File: config.mk
export PLATFORM = sky130hd
export DESIGN_NAME = vc_fifo
export DESIGN_NICKNAME = d
export VERILOG_FILES = /design/src/rtl/vc_fifo.sv
export SDC_FILE = /design/constraint.sdc
export NUM_CORES = 1
export LEC_CHECK = 0
export ABC_AREA = 1
export CAP_MARGIN = 20
export CELL_PAD_IN_SITES_DETAIL_PLACEMENT = 1
export CELL_PAD_IN_SITES_GLOBAL_PLACEMENT = 2
export CORE_MARGIN = 10
export CORE_UTILIZATION = 25
export DETAILED_ROUTE_END_ITERATION = 6
export HOLD_SLACK_MARGIN = 0.1
export MAX_ROUTING_LAYER = met4
export PLACE_DENSITY_LB_ADDON = 0.1
export SYNTH_ARGS = -nofsm -noshare
export SYNTH_HDL_FRONTEND = slang
export SYNTH_SLANG_ARGS = --single-unit
File: constraint.sdc
create_clock -name clk -period 3 [get_ports clk]
set_input_delay 0.3 -clock clk [delete_from_list [all_inputs] [get_ports clk]]
set_output_delay 0.3 -clock clk [all_outputs]
set_load 0.02 [all_outputs]
File: src/rtl/vc_fifo.sv
// vc_fifo: per-virtual-channel synchronous FIFO for the transaction layer.
// Buffers LINE_SIZE-bit lines in a DEPTH-entry array and decodes occupancy
// flags from a registered count. Read data is registered and comes with a
// one-cycle valid strobe.
// Optional feature macro: VC_FIFO_ERR_EN adds a sticky overflow/underflow
// error register. Without it, `error` is tied low and no register exists.
module vc_fifo #(
  parameter int LINE_SIZE = 12,
  parameter int DEPTH     = 8,
  parameter int AF_TH     = 6,
  parameter int AE_TH     = 2
) (
  input  logic                     clk,
  input  logic                     reset,
  input  logic                     push,
  input  logic                     pop,
  input  logic [LINE_SIZE-1:0]     data_in,
  output logic [LINE_SIZE-1:0]     data_out,
  output logic                     valid_out,
  output logic                     full,
  output logic                     empty,
  output logic                     almost_full,
  output logic                     almost_empty,
  output logic [$clog2(DEPTH):0]   count,
  output logic                     error
);

  localparam int PTR_W = $clog2(DEPTH);
  localparam int CNT_W = PTR_W + 1;

  localparam logic [CNT_W-1:0] DEPTH_C = CNT_W'(DEPTH);
  localparam logic [CNT_W-1:0] AF_C    = CNT_W'(AF_TH);
  localparam logic [CNT_W-1:0] AE_C    = CNT_W'(AE_TH);

  logic [LINE_SIZE-1:0] mem [DEPTH];
  logic [PTR_W-1:0]     wr_ptr;
  logic [PTR_W-1:0]     rd_ptr;
  logic [CNT_W-1:0]     count_q;

  logic [LINE_SIZE-1:0] rd_data_p1;
  logic                 vld_p1;

  logic full_w;
  logic empty_w;
  logic push_ok;
  logic pop_ok;

  // Flags are pure decodes of the registered count, so they move on the same
  // edge as the count itself.
  assign full_w  = (count_q == DEPTH_C);
  assign empty_w = (count_q == '0);

  // A pop is legal whenever something is stored. A push into a full FIFO is
  // legal only when a pop frees a slot on the same edge. No bypass from
  // data_in to data_out: a push+pop on empty rejects the pop.
  assign pop_ok  = pop && !empty_w;
  assign push_ok = push && (!full_w || pop_ok);

  // ---- stage p0: storage write (memory is never reset)
  // Capture the incoming line at the write pointer on an accepted push.
  always_ff @(posedge clk) begin
    if (push_ok) begin
      mem[wr_ptr] <= data_in;
    end
  end

  // Pointer and occupancy bookkeeping; pointers wrap naturally at DEPTH.
  always_ff @(posedge clk or negedge reset) begin
    if (!reset) begin
      wr_ptr  <= '0;
      rd_ptr  <= '0;
      count_q <= '0;
    end else begin
      if (push_ok) begin
        wr_ptr <= wr_ptr + 1'b1;
      end
      if (pop_ok) begin
        rd_ptr <= rd_ptr + 1'b1;
      end
      case ({push_ok, pop_ok})
        2'b10:   count_q <= count_q + 1'b1;
        2'b01:   count_q <= count_q - 1'b1;
        default: count_q <= count_q;
      endcase
    end
  end

  // ---- stage p1: registered read data and its one-cycle valid strobe
  // data_out holds its last value when no pop is accepted.
  always_ff @(posedge clk or negedge reset) begin
    if (!reset) begin
      rd_data_p1 <= '0;
      vld_p1     <= 1'b0;
    end else begin
      vld_p1 <= pop_ok;
      if (pop_ok) begin
        rd_data_p1 <= mem[rd_ptr];
      end
    end
  end

`ifdef VC_FIFO_ERR_EN
  logic ovf_evt;
  logic udf_evt;
  logic err_q;

  assign ovf_evt = push && !push_ok;
  assign udf_evt = pop && !pop_ok;

  // Sticky error: any dropped push or ignored pop latches it until reset.
  always_ff @(posedge clk or negedge reset) begin
    if (!reset) begin
      err_q <= 1'b0;
    end else if (ovf_evt || udf_evt) begin
      err_q <= 1'b1;
    end
  end

  assign error = err_q;
`else
  assign error = 1'b0;
`endif

  assign data_out     = rd_data_p1;
  assign valid_out    = vld_p1;
  assign count        = count_q;
  assign full         = full_w;
  assign empty        = empty_w;
  assign almost_full  = (count_q >= AF_C);
  assign almost_empty = (count_q <= AE_C);

endmodule

==> metrics <==
nets=579; post-DP HPWL=8420 µm; area growth from synthesis to layout=25.0%; Logic pwr share=0.343; max cap viols=0; largest net degree at the start of global routing=50; Period Utilization, post-route=0.720; clock skew=0.00711 ns; share of layout cells above drive strength 1=0.0789; gpl congestion=0.713; Routed WL=14300 µm; Buf/Inv on CP=1; global-route met2 utilization=0.189; fmax=0.463 GHz; part of the power in the clock network=0.306; H-tree depth=4; Power Density=1010 nW/µm²; Worst EP arrival=1.86 ns; number of global-route vias before repair=3723; post-synthesis sequential area ratio=0.672; Worst Hold Class=in2async; CTS Buf Count=17; DR iter-0 viols=194; routed length per instance=17.0 µm; ANT cells=0; synth warn=0; CTS Sinks=119; initial core utilization=0.254; r2r setup slk=0.95 ns; antenna viol nets, final=0; fillers=2302; critical-path cell list=nor4_1 -> clkdlybuf4s50_1; slowest CP cell=clkdlybuf4s50_1; r2r worst-path depth=11; Max Root-Sink Buffers=2; critical path peak fanout=6; Sw Share=0.357; max-slew violations=0; Psw=2.32 mW; met3 Usage GRT=0.0252; peak supply drop=526 µV; GRT overflow=0; Cells after Synth=506; Critical Path Max Stage Delay=0.67 ns; DIE HEIGHT=163 µm; Hold Buf Count CTS=0; Detailed Routing Iterations Pass 1=4; Critical Path End Type=primary output; Least-Margin Pin Slew=0.983 ns; Pleak=2.80 nW; Clk pin slew, worst setup/hold paths=0.05 ns; Fin. Hold Viols=0; Post-Syn Area=5140 µm²; kind of critical path=reg2out; first-pass GRT wire length=22300 µm; Root Driver=clkbuf_16; total internal power=4.17 mW; Setup crit start kind=flip-flop; # IOs=38; Slew HR=0.343; site row count=52; register share of total power=0.351; clock latency on the worst-skew pair=0.42 ns; Final TNS setup=0 ns; post_cts resized=0; Yosys reg bits=119; CTS tree=built; crit-path leading delay family=buffers and inverters; Total GRT Usage=0.115; FF-to-FF End=count[3]; final setup violation count=0; Most Used Layer, Global Route=met2; post-CTS setup buffer count=0; Core Footprint=20200 µm²; I/O Buffers=36; post-synthesis cell type count=21; Die Wd=163 µm; antenna violations before repair=0; Finished Core Util=0.318; outcome=finished clean; Post-Syn Nets=528; required arrival time at the worst endpoint=2.70 ns; Vias=3455; worst flop-to-flop path startpoint=count[0]; RSZ-0062 raised after global routing=no; Synth Area per Inst=10.2 µm²; GR Layer Usage met1=0.137; DR vias/cell=4.11; minimum clock period after layout=2.16 ns; full die area=26700 µm²; drt drc=0
## registers in the layout, indices dropped and copies added, names as in the netlist
| register | flops |
|---|---|
| rd_ptr | 3 |
| mem | 96 |
| count | 4 |
| data_out | 12 |
| valid_out | 1 |
| wr_ptr | 3 |
## synthesized netlist by cell type
cell type / instances / area share
nand2_1: 169 / 0.12
edfxtp_1: 96 / 0.56
inv_1: 86 / 0.063
nand3_1: 75 / 0.073
dfrtp_1: 23 / 0.11
buf_2: 12 / 0.012
nor2_1: 11 / 0.0080
o21ai_0: 7 / 0.0068
buf_4: 6 / 0.0088
ha_1: 5 / 0.012
inv_2: 3 / 0.0022
xor2_1: 3 / 0.0051
clkbuf_1: 2 / 0.0015
conb_1: 1 / 0.00073
fa_1: 1 / 0.0039
nand2_2: 1 / 0.0012
nand4_1: 1 / 0.0012
nor4_1: 1 / 0.0012
or2_1: 1 / 0.0012
or2_2: 1 / 0.0012
xnor2_1: 1 / 0.0017
## logic make-up (layout without fill, tap and decap cells)
group,after synthesis,in the layout,share of synthesized area
AND/OR/NAND/NOR,260,260,0.210
flip-flops,119,119,0.672
buffers and inverters,109,173,0.0868
AO/OA/AOI/OAI,7,7,0.00681
adder cells (fa/ha/maj),6,6,0.0161
XOR/XNOR,4,4,0.00681
other,1,1,0.000729
## metal layers
layer / share of wire / up-vias
met2: 0.49 / 37
met5: 0 / -
met4: 0.018 / 0
li1: - / 1717
met3: 0.023 / 19
met1: 0.47 / 1682
## cell usage in the layout (no fill, tap or decap), types with 5 or more instances in the layout
| cell | n |
|---|---|
| o21ai_0 | 7 |
| nor2_1 | 11 |
| nand3_1 | 75 |
| dfrtp_1 | 23 |
| clkbuf_1 | 7 |
| buf_4 | 15 |
| ha_1 | 5 |
| clkbuf_16 | 17 |
| clkdlybuf4s50_1 | 36 |
| edfxtp_1 | 96 |
| nand2_1 | 169 |
| inv_1 | 86 |
## cell type report
cell class                 instances  area [µm²]  area share
multi-input combinational        278        1240       0.193
clock buffer                      27         493      0.0767
sequential                       119        3460       0.538
clock inverter                     5        73.8      0.0115
inverter                          89         334      0.0520
timing repair buffer              52         493      0.0767
tap                              270         338      0.0525
## metrics by stage
step                      power [mW]  instance area (µm²)  instances  hold slack, ns  setup slack [ns]
after floorplan                 3.69                 5140        506         0.00441             0.832
after global placement          4.59                 5860        808           0.464             0.718
after detailed placement        4.61                 5860        808           0.467             0.690
after CTS                       6.62                 6430        840           0.297             0.826
after global routing            6.97                 6430        840           0.331             0.728
final                           6.48                 6430        840           0.279             0.841
## how the worst max path moves through the flow
stage                   from        to  cells after the start
finish              count[0]      full                      2
CTS                 count[3]      full                      3
global placement         pop  count[3]                     11
floorplan           count[0]  count[3]                     12
global route        count[3]      full                      3
detailed placement       pop  count[3]                     12
## power groups by stage
stage / Clock, mW / Sequential, mW / Combinational, mW
after global routing: 2.10 / 2.31 / 2.55
final: 1.99 / 2.27 / 2.22
after floorplan: 0 / 2.42 / 1.27
after global placement: 0 / 2.31 / 2.29
after detailed placement: 0 / 2.31 / 2.30
after CTS: 2.03 / 2.28 / 2.31
No activity file was read; power rests on OpenSTA's default activity.
